### src/rtl/i2c_pkg.sv
// Shared definitions for the PC-instruction receive path and the I2C side.
// Holds the parser FSM states, the one-hot mode codes, the error codes and
// the payload-length decode. The CHK state exists only when
// UART_FRAME_CHECKSUM_EN is defined.
package i2c_pkg;

    localparam logic [7:0] HEADER_BYTE_DEF = 8'hA5;

    // Low nibble of the mode byte selects the operation
    localparam logic [3:0] MODE_RD1 = 4'b0001;
    localparam logic [3:0] MODE_RD2 = 4'b0010;
    localparam logic [3:0] MODE_WR1 = 4'b0100;
    localparam logic [3:0] MODE_WR2 = 4'b1000;

    localparam logic [1:0] ERR_NONE    = 2'b00;
    localparam logic [1:0] ERR_MODE    = 2'b01;
    localparam logic [1:0] ERR_TIMEOUT = 2'b10;
    localparam logic [1:0] ERR_OVERRUN = 2'b11;

    typedef enum logic [2:0] {
        ST_IDLE,
        ST_MODE,
        ST_ADDR,
        ST_D_HI,
        ST_D_LO,
`ifdef UART_FRAME_CHECKSUM_EN
        ST_CHK,
`endif
        ST_ISSUE
    } state_e;

    function automatic logic is_onehot4(input logic [3:0] m);
        return (m != 4'd0) && ((m & (m - 4'd1)) == 4'd0);
    endfunction

    // Number of data bytes that follow the address byte
    function automatic logic [1:0] payload_len(input logic [3:0] m);
        case (m)
            MODE_WR2: return 2'd2;
            MODE_WR1: return 2'd1;
            default:  return 2'd0;
        endcase
    endfunction

endpackage

### src/rtl/rx_frame_timer.sv
// Saturating inter-byte timeout counter. Clear has priority over enable;
// expired stays high while the count sits at LIMIT.
module rx_frame_timer #(
    parameter int LIMIT = 50000
) (
    input  logic clk,
    input  logic reset,
    input  logic clear,
    input  logic enable,
    output logic expired
);

    localparam int           W       = $clog2(LIMIT + 1);
    localparam logic [W-1:0] LIMIT_W = W'(LIMIT);

    logic [W-1:0] cnt_q, cnt_d;

    // Next count: clear, or step up until the limit is reached
    always_comb begin
        cnt_d = cnt_q;
        if (clear) begin
            cnt_d = '0;
        end else if (enable && (cnt_q != LIMIT_W)) begin
            cnt_d = cnt_q + W'(1);
        end
    end

    // Count register with synchronous active-low reset
    always_ff @(posedge clk) begin
        if (!reset) begin
            cnt_q <= '0;
        end else begin
            cnt_q <= cnt_d;
        end
    end

    assign expired = (cnt_q == LIMIT_W);

endmodule

### src/rtl/uart_i2c_instr_assembler.sv
// Parses framed PC instructions (header, mode, address, 0-2 data bytes) from
// the UART receive byte stream and offers one complete instruction to the
// I2C controller over valid/ready. Bad mode, inter-byte timeout and bytes
// arriving while an instruction is pending are flagged on frame_error.
// Optional build macro UART_FRAME_CHECKSUM_EN adds a trailing XOR check byte.
module uart_i2c_instr_assembler
    import i2c_pkg::*;
#(
    parameter logic [7:0] HEADER_BYTE    = HEADER_BYTE_DEF,
    parameter int         TIMEOUT_CYCLES = 50000
) (
    input  logic        clk,
    input  logic        reset,
    input  logic [7:0]  rx_data,
    input  logic        rx_valid,
    input  logic        i2c_ready,
    output logic        instr_valid,
    output logic [7:0]  instr_mode,
    output logic [7:0]  instr_address,
    output logic [15:0] instr_data,
    output logic        busy,
    output logic        frame_error,
    output logic [1:0]  err_code
);

    state_e      state_q, state_d;
    logic [7:0]  mode_q, mode_d;
    logic [7:0]  addr_q, addr_d;
    logic [15:0] data_q, data_d;
    logic        fe_q, fe_d;
    logic [1:0]  err_q, err_d;
    logic        counting;
    logic        tmr_clear;
    logic        tmr_expired;

`ifdef UART_FRAME_CHECKSUM_EN
    localparam state_e PAYLOAD_DONE = ST_CHK;
    // Unused data bytes are held at zero, so XOR of the latched fields
    // equals the XOR of every payload byte received.
    logic [7:0] chk_calc;
    assign chk_calc = mode_q ^ addr_q ^ data_q[15:8] ^ data_q[7:0];
`else
    localparam state_e PAYLOAD_DONE = ST_ISSUE;
`endif

    // Timer runs only while a frame is being collected; any byte restarts it
    assign counting  = (state_q != ST_IDLE) && (state_q != ST_ISSUE);
    assign tmr_clear = rx_valid || !counting;

    rx_frame_timer #(
        .LIMIT (TIMEOUT_CYCLES)
    ) u_timer (
        .clk     (clk),
        .reset   (reset),
        .clear   (tmr_clear),
        .enable  (counting),
        .expired (tmr_expired)
    );

    // Frame parser: next state, latched fields and error reporting
    always_comb begin
        state_d = state_q;
        mode_d  = mode_q;
        addr_d  = addr_q;
        data_d  = data_q;
        fe_d    = 1'b0;
        err_d   = err_q;
        if (counting && !rx_valid && tmr_expired) begin
            // A byte in the expiry cycle wins, so only abort on silence
            fe_d    = 1'b1;
            err_d   = ERR_TIMEOUT;
            state_d = ST_IDLE;
        end else begin
            case (state_q)
                ST_IDLE: begin
                    if (rx_valid && (rx_data == HEADER_BYTE)) begin
                        data_d  = '0;
                        state_d = ST_MODE;
                    end
                end
                ST_MODE: begin
                    if (rx_valid) begin
                        if (is_onehot4(rx_data[3:0])) begin
                            mode_d  = rx_data;
                            state_d = ST_ADDR;
                        end else begin
                            fe_d    = 1'b1;
                            err_d   = ERR_MODE;
                            state_d = ST_IDLE;
                        end
                    end
                end
                ST_ADDR: begin
                    if (rx_valid) begin
                        addr_d = rx_data;
                        case (payload_len(mode_q[3:0]))
                            2'd2:    state_d = ST_D_HI;
                            2'd1:    state_d = ST_D_LO;
                            default: state_d = PAYLOAD_DONE;
                        endcase
                    end
                end
                ST_D_HI: begin
                    if (rx_valid) begin
                        data_d[15:8] = rx_data;
                        state_d      = ST_D_LO;
                    end
                end
                ST_D_LO: begin
                    if (rx_valid) begin
                        data_d[7:0] = rx_data;
                        state_d     = PAYLOAD_DONE;
                    end
                end
`ifdef UART_FRAME_CHECKSUM_EN
                ST_CHK: begin
                    if (rx_valid) begin
                        if (rx_data == chk_calc) begin
                            state_d = ST_ISSUE;
                        end else begin
                            fe_d    = 1'b1;
                            err_d   = ERR_OVERRUN;
                            state_d = ST_IDLE;
                        end
                    end
                end
`endif
                ST_ISSUE: begin
                    // Stray byte is dropped; pending instruction untouched
                    if (rx_valid) begin
                        fe_d  = 1'b1;
                        err_d = ERR_OVERRUN;
                    end
                    if (i2c_ready) begin
                        state_d = ST_IDLE;
                    end
                end
                default: state_d = ST_IDLE;
            endcase
        end
    end

    // State and field registers with synchronous active-low reset
    always_ff @(posedge clk) begin
        if (!reset) begin
            state_q <= ST_IDLE;
            mode_q  <= '0;
            addr_q  <= '0;
            data_q  <= '0;
            fe_q    <= 1'b0;
            err_q   <= ERR_NONE;
        end else begin
            state_q <= state_d;
            mode_q  <= mode_d;
            addr_q  <= addr_d;
            data_q  <= data_d;
            fe_q    <= fe_d;
            err_q   <= err_d;
        end
    end

    assign instr_valid   = (state_q == ST_ISSUE);
    assign instr_mode    = mode_q;
    assign instr_address = addr_q;
    assign instr_data    = data_q;
    assign busy          = (state_q != ST_IDLE);
    assign frame_error   = fe_q;
    assign err_code      = err_q;

endmodule

### config.mk
export PLATFORM = sky130hd
export DESIGN_NAME = uart_i2c_instr_assembler
export DESIGN_NICKNAME = d
export VERILOG_FILES = /design/src/rtl/i2c_pkg.sv /design/src/rtl/rx_frame_timer.sv /design/src/rtl/uart_i2c_instr_assembler.sv
export SDC_FILE = /design/constraint.sdc
export NUM_CORES = 1
export LEC_CHECK = 0
export CORE_AREA = 2 2 100 78
export CTS_CLUSTER_SIZE = 20
export DETAILED_ROUTE_END_ITERATION = 10
export DIE_AREA = 0 0 102 80
export SYNTH_ARGS = -nofsm -noshare
export SYNTH_HDL_FRONTEND = slang
export SYNTH_SLANG_ARGS = --single-unit
### constraint.sdc
create_clock -name clk -period 2.3 [get_ports clk]
set_clock_uncertainty 0.1 [all_clocks]
set_input_delay 0.46 -clock clk [delete_from_list [all_inputs] [get_ports clk]]
set_output_delay 0.46 -clock clk [all_outputs]
set_load 0.05 [all_outputs]
Word level (Yosys, flattened, before mapping)
Cells that the tools add are included.
{"block": "word_totals", "regBits": 54, "latchBits": 0, "ram_bits": 0, "mem_bits_ro": 0, "inputBits": 12, "out_inout_bits": 37, "wordCells": 91, "n_memories": 0}
{"block": "op_classes", "add_sub_neg": 2, "multipliers": 0, "div_mod_pow": 0, "order_cmp": 0, "n_eq_ne": 24, "n_shift": 0, "mux": 27, "bitwise": 3, "n_reduce_logical": 26}
{"cell": "8-bit one-hot mux with 2 select lines", "n": 2}
{"cell": "4-bit AND reduction", "n": 5}
{"cell": "3-bit 2-to-1 mux", "n": 6}
{"cell": "3-bit one-hot mux with 6 select lines", "n": 1}
{"cell": "16-bit by 1-bit adder with 16-bit output, second input constant", "n": 1}
{"cell": "16-bit == test, second input constant", "n": 1}
{"cell": "16-bit 2-to-1 mux", "n": 1}
{"cell": "2-bit 2-to-1 mux", "n": 8}
{"cell": "16-bit != test, second input constant", "n": 1}
{"cell": "2-bit != test, second input constant", "n": 8}
{"cell": "3-bit != test, second input constant", "n": 3}
{"cell": "8-bit == test, second input constant", "n": 1}
{"cell": "8-bit 2-to-1 mux", "n": 1}
{"cell": "2-bit one-hot mux with 2 select lines", "n": 2}
{"cell": "3-bit by 2-bit == test with 1-bit output, second input constant", "n": 2}
{"cell": "3-bit == test, second input constant", "n": 2}
{"cell": "1-bit logical AND", "n": 6}
{"cell": "3-bit one-hot mux with 2 select lines", "n": 1}
{"cell": "6-bit AND reduction", "n": 1}
{"cell": "2-bit nonzero test", "n": 3}
{"cell": "3-bit nonzero test", "n": 2}
{"cell": "4-bit bitwise AND", "n": 1}
{"cell": "4-bit by 3-bit == test with 1-bit output, second input constant", "n": 1}
{"cell": "4-bit == test, second input constant", "n": 1}
{"cell": "other kinds (15)", "n": 21}

Logic depth before layout (Yosys ltp)
{"block": "logic_depth", "depth_word": 9, "ltp_mapped": 8, "mapped_depth_nobuf": 6}

Modules after synthesis
From an unflattened synthesis, not the netlist that was laid out.
{"block": "unflattened", "cells_unflattened": 276, "hier_area_um2": 2476.1}
{"module": "uart_i2c_instr_assembler", "instances": 1, "cells_per_inst": 169, "area_per_inst_um2": 1569.0, "seq_area_each_um2": 760.7}
{"module": "rx_frame_timer", "instances": 1, "cells_per_inst": 107, "area_per_inst_um2": 907.1, "seq_area_each_um2": 320.3}

Least setup slack after synthesis
No wires, ideal clock.
{"block": "synth_timing", "path_kind": "input -> register", "start": "input port rx_data[0]", "end": "register mode_q[0] (netlist: instr_mode[0])", "setup_ps": 132, "t_arrival_ps": 1872, "required_ps": 2068, "setup_slack_ps": 195, "stages": 5, "path_buffers": 1, "path_cell_list": "buf_2 -> or4b_2 -> o311a_1 -> o311ai_1 -> o41ai_1"}
{"block": "synth_via", "elab_chain_len": 5, "elab_cells_between_ends": 6, "cone_classes": "add/sub (1); bitwise (1); reduce/logical (4)"}
{"item": "from (decl)", "line": "uart_i2c_instr_assembler.sv:14", "text": "input logic [7:0] rx_data,"}
{"item": "4-bit by 1-bit subtractor with 4-bit output", "line": "i2c_pkg.sv:33", "text": "return (m != 4'd0) && ((m & (m - 4'd1)) == 4'd0);"}
{"item": "4-bit bitwise AND", "line": "i2c_pkg.sv:33"}
{"item": "4-bit logical NOT", "line": "i2c_pkg.sv:33"}
{"item": "1-bit logical AND", "line": "i2c_pkg.sv:33"}
{"item": "4-bit AND reduction (no source line)"}
{"item": "to (signal assigned)", "line": "uart_i2c_instr_assembler.sv:154", "text": "mode_q <= mode_d;"}
{"item": "to (decl)", "line": "uart_i2c_instr_assembler.sv:27", "text": "logic [7:0] mode_q, mode_d;"}
Several ways; a longest one is shown, not always the timed one.
A chain may end at the register's enable or synchronous reset.

Final worst setup path
{"block": "layout_timing", "start": "input port rx_data[0]", "end": "register state_q[1]"}
{"block": "layout_via", "elab_chain_len": 7, "elab_cells_between_ends": 12, "cone_classes": "add/sub (1); eq/ne (2); mux (3); bitwise (1); reduce/logical (5)"}
{"item": "4-bit by 1-bit subtractor with 4-bit output", "line": "i2c_pkg.sv:33"}
{"item": "4-bit bitwise AND", "line": "i2c_pkg.sv:33"}
{"item": "4-bit logical NOT", "line": "i2c_pkg.sv:33"}
{"item": "1-bit logical AND", "line": "i2c_pkg.sv:33"}
{"item": "2-bit 2-to-1 mux", "line": "uart_i2c_instr_assembler.sv:83", "text": "if (is_onehot4(rx_data[3:0])) begin"}
{"item": "3-bit 2-to-1 mux", "line": "uart_i2c_instr_assembler.sv:82", "text": "if (rx_valid) begin"}
{"item": "3-bit one-hot mux with 6 select lines", "line": "uart_i2c_instr_assembler.sv:74", "text": "case (state_q)"}
{"item": "to (signal assigned)", "line": "uart_i2c_instr_assembler.sv:153", "text": "state_q <= state_d;"}
{"item": "to (decl)", "line": "uart_i2c_instr_assembler.sv:26", "text": "state_e state_q, state_d;"}
Several ways; a longest one is shown, not always the timed one. The select of a mux whose other input is x is not followed.

==> impl_metrics.yaml <==
status:
  outcome: "completed"
placement:
  routabilityCongestion: 0.842
  dp_hpwl_um: 5270
  place_area_sq_mm: 0.00344
  port_buffers: 48
worst_setup_path:
  crit_path_max_fanout: 9
  dominant_delay_contributor_by_cell_family_on_the_critical_path: "simple AND/OR/NAND/NOR gates"
  cp_num_buf_inv: 1
  worstSetupStartpointType: "input pin"
  worstPathCellList: "clkdlybuf4s50_1 -> or4b_2 -> o311ai_2 -> a22oi_2 -> a2111oi_2"
  timing.critical_path.slowest_stage_cell: "sky130_fd_sc_hd__or4b_2"
  worst-setup-path-type: "in -> reg"
  crit_path_max_incr_delay_ns: 0.72
  endpoint_kind: "register"
  critPathArrivalTime_ns: 2.36
  cp.required_ns: 2.41
synth:
  synth_xor_area_share_pct: 0.990
  netlist_area_sq_mm: 0.00266
  combinational_family_with_the_most_area_after_synthesis: "simple AND/OR/NAND/NOR gates"
  post_synth_inst_count: 302
  synth_top_cell_area_share_pct: 40.7
  synth.top_cells.by_count: "54 x sky130_fd_sc_hd__dfxtp_1, 36 x sky130_fd_sc_hd__a21oi_1, 32 x sky130_fd_sc_hd__nand2_1, 20 x sky130_fd_sc_hd__nand4_1, 19 x sky130_fd_sc_hd__o21ai_0"
  ys_async_sr_fraction_pct: 0
  area_share_of_fa_ha_maj_cells_after_synthesis_pct: 0.943
  ys_top_cells_by_area: "sky130_fd_sc_hd__dfxtp_1 41%, sky130_fd_sc_hd__a21oi_1 6.8%, sky130_fd_sc_hd__mux2i_1 6.4%"
  mappedNetlistNets: 316
  yosys.cell_count.top_type: "sky130_fd_sc_hd__dfxtp_1"
  synth_edf_count: 0
  synth.lib_cells_used.distinct: 56
  synthMuxAreaShare_pct: 6.41
  ys_ff_latch: 54
  synthesized_area_fraction_occupied_by_and_or_nand_nor_cells_pct: 25.4
  post_synth.cell_area_avg_sq_um: 8.79
  yosys_warnings: 0
  yosys_most_used_dff: "sky130_fd_sc_hd__dfxtp_1"
  synthDominantAreaCellType: "sky130_fd_sc_hd__dfxtp_1"
  complex_gate_fraction_of_the_synthesized_area_pct: 20.3
  synth_seq_area_share_pct: 40.7
pwr:
  power.combinational.fraction_pct: 6.7
  clock_power_share_pct: 35.6
  netSwitchingPower_mw: 0.393
  p_leak_nw: 1.11
  power.ir.vdd_worst_v: 0.000218
  pwr_density_cell_mw_per_mm2: 458
  p_sw_share_pct: 24.3
  p_int_mw: 1.23
  power.sequential.fraction_pct: 57.7
finish:
  areaGrowthSynthToFinish_pct: 33.3
  finalNetCount: 384
  multiInputGateArea_sq_mm: 0.00144
  layout.area.seq_sq_mm: 0.00108
  layout-drive-gt1-share_pct: 15.6
  antenna_cells_inserted: 0
  number_of_fill_cells_in_the_layout: 740
  final_design_area_no_fill_sq_mm: 0.00354
  layout.core_utilization_pct: 49.4
sta:
  timing.fmax_mhz: 446
  finalCritPeriodShare_pct: 97.5
  hold_slack_ns: 0.366
  grt_setup_unrepaired: "no"
  hold_violations: 0
  finalSetupTns_ns: 0
  finalCriticalPeriod_ns: 2.24
  worst_pin_slew_ns: 0.915
  final_setup_violation_count: 0
  timing.slew.headroom_pct: 38.8
  number_of_max_slew_violations_in_the_final_report: 0
detailed_routing:
  detailroute.via_count: 2575
  vias_per_cell: 5.46
  routed_wirelength_um: 7300
  drtIter0Drc: 204
  tritonroute_pass_1_iters: 4
  ant_nets: 0
  drc: 0
  avgRoutedWirePerCell_um: 15.5
clocking:
  cts_hold_buffers: 0
  clock_tree.buffer_depth: 2
  post-cts-setup-buffer-count: 0
  clk_transition_reported_paths_ns: 0.09
  clkSinkCount: 54
  number_of_buffers_created_by_cts: 5
  root_buffer: "sky130_fd_sc_hd__clkbuf_8"
  cts_tree: "done"
  ctsHtreeMaxLevel: 2
  latest_clock_arrival_within_the_worst_skew_pair_ns: 0.32
die:
  die-width_um: 102
  vertical_die_dimension_um: 80
  fp.dieArea_sq_mm: 0.00816
  initial_utilization_pct: 37.1
  coreArea_sq_mm: 0.00716
  io_pins: 49
  placement_rows: 27
global_route:
  wire_length_of_the_first_global_routing_pass_um: 11700
  grt_start_max_net_pins: 26
  grt_overflow_total: 0
  antenna_found_initial: 0
  grt_util_all_layers_pct: 18.1
  grt_pass1_vias: 2347
worst_hold_path:
  min_path_type: "reg -> reg"
flow_run:
  max_cap_violations: 0
-- final cells by class --
| type | instances | share of cell area, % |
|---|---|---|
| clock buffer | 6 | 2.33 |
| tap | 101 | 3.57 |
| sequential | 54 | 30.5 |
| inverter | 8 | 0.848 |
| timing repair buffer | 82 | 21.7 |
| clock inverter | 2 | 0.353 |
| multi-input combinational | 219 | 40.7 |
-- worst reg2reg max path, cell delays in order (launching register included) --
cell                        delay (ns)
sky130_fd_sc_hd__dfxtp_1          0.38
sky130_fd_sc_hd__or4b_4           0.56
sky130_fd_sc_hd__or4_4            0.57
sky130_fd_sc_hd__o31ai_4          0.29
sky130_fd_sc_hd__a2111oi_2        0.09
-- what timing repair did --
item	4_1_cts	5_1_grt
endpoints found under the hold margin	0	0
resized for setup	0	1
setup endpoints to repair	0	3
-- power by group through the flow --
stage | clock network (mW) | registers (mW) | logic [mW]
2_1_floorplan | 0 | 0.956 | 0.0406
3_3_place_gp | 0 | 0.956 | 0.105
3_5_place_dp | 0 | 0.956 | 0.107
4_1_cts | 0.582 | 0.934 | 0.107
5_1_grt | 0.622 | 0.935 | 0.116
6_report | 0.577 | 0.934 | 0.109
-- registers in the layout, summed over array words and instances, names as in the netlist --
register	flops
instr_address	8
u_timer.cnt_q	16
instr_data	16
err_code	2
frame_error	1
instr_mode	8
state_q	3
-- cells by family (layout without fill, tap and decap cells) --
kind of cell	after synthesis	in the layout
AND/OR/NAND/NOR	112	112
AO/OA/AOI/OAI	85	85
flip-flops	54	54
buffers and inverters	29	98
multiplexers	17	17
XOR/XNOR	3	3
adder cells (fa/ha/maj)	2	2
-- per-layer routing --
metal	GRT usage (%)	wire (um)	part of all wire [%]
met1	28.2	3780	52
met2	25.5	3010	41
met3	3.24	453	6.2
met4	4.27	51	0.70
met5	0	0	0
-- final timing paths --
| check | end | startpoint | slack (ns) | depth (start not counted) |
|---|---|---|---|---|
| max | state_q[1]$_SDFFE_PP0P_ | rx_data[0] | 0.06 | 5 |
| min | instr_data[9]$_SDFFE_PN0P_ | instr_data[9]$_SDFFE_PN0P_ | 0.37 | 2 |
| max reg2reg | state_q[1]$_SDFFE_PP0P_ | u_timer.cnt_q[11]$_SDFFE_PP0P_ | 0.19 | 4 |
| min reg2reg | instr_data[9]$_SDFFE_PN0P_ | instr_data[9]$_SDFFE_PN0P_ | 0.37 | 2 |
-- cells in the final DEF (no fill, tap or decap), types with 2 or more instances in the layout --
cell                               n
sky130_fd_sc_hd__buf_4            33
sky130_fd_sc_hd__or4_1            11
sky130_fd_sc_hd__o21ai_0          19
sky130_fd_sc_hd__clkbuf_8          6
sky130_fd_sc_hd__clkdlybuf4s50_1  46
sky130_fd_sc_hd__ha_1              2
sky130_fd_sc_hd__nand2b_1          2
sky130_fd_sc_hd__xnor2_1           2
sky130_fd_sc_hd__a21oi_1          36
sky130_fd_sc_hd__o21ai_1           2
sky130_fd_sc_hd__nor2_1           10
sky130_fd_sc_hd__and4_1            3
sky130_fd_sc_hd__mux2i_1          17
sky130_fd_sc_hd__nand2_1          32
sky130_fd_sc_hd__a31oi_1           2
sky130_fd_sc_hd__nor3_1            2
sky130_fd_sc_hd__nand4bb_1         2
sky130_fd_sc_hd__nand3_1           8
sky130_fd_sc_hd__nand4_1          20
sky130_fd_sc_hd__nor4_1            2
sky130_fd_sc_hd__inv_1             6
sky130_fd_sc_hd__o31ai_1          11
sky130_fd_sc_hd__or3_1             2
sky130_fd_sc_hd__a21o_1            2
sky130_fd_sc_hd__clkinv_1          2
sky130_fd_sc_hd__or4b_2            3
sky130_fd_sc_hd__buf_12            3
sky130_fd_sc_hd__dfxtp_1          54
-- per-stage QoR --
| stage | setup slack (ns) | power [mW] | instances |
|---|---|---|---|
| floorplan | 0.195 | 0.997 | 302 |
| detailed placement | -0.246 | 1.06 | 464 |
| global placement | -0.252 | 1.06 | 464 |
| finish | 0.0580 | 1.62 | 472 |
| CTS | 0.0678 | 1.62 | 472 |
| global route | 0.000539 | 1.67 | 472 |
(Power assumes the default switching activity.)
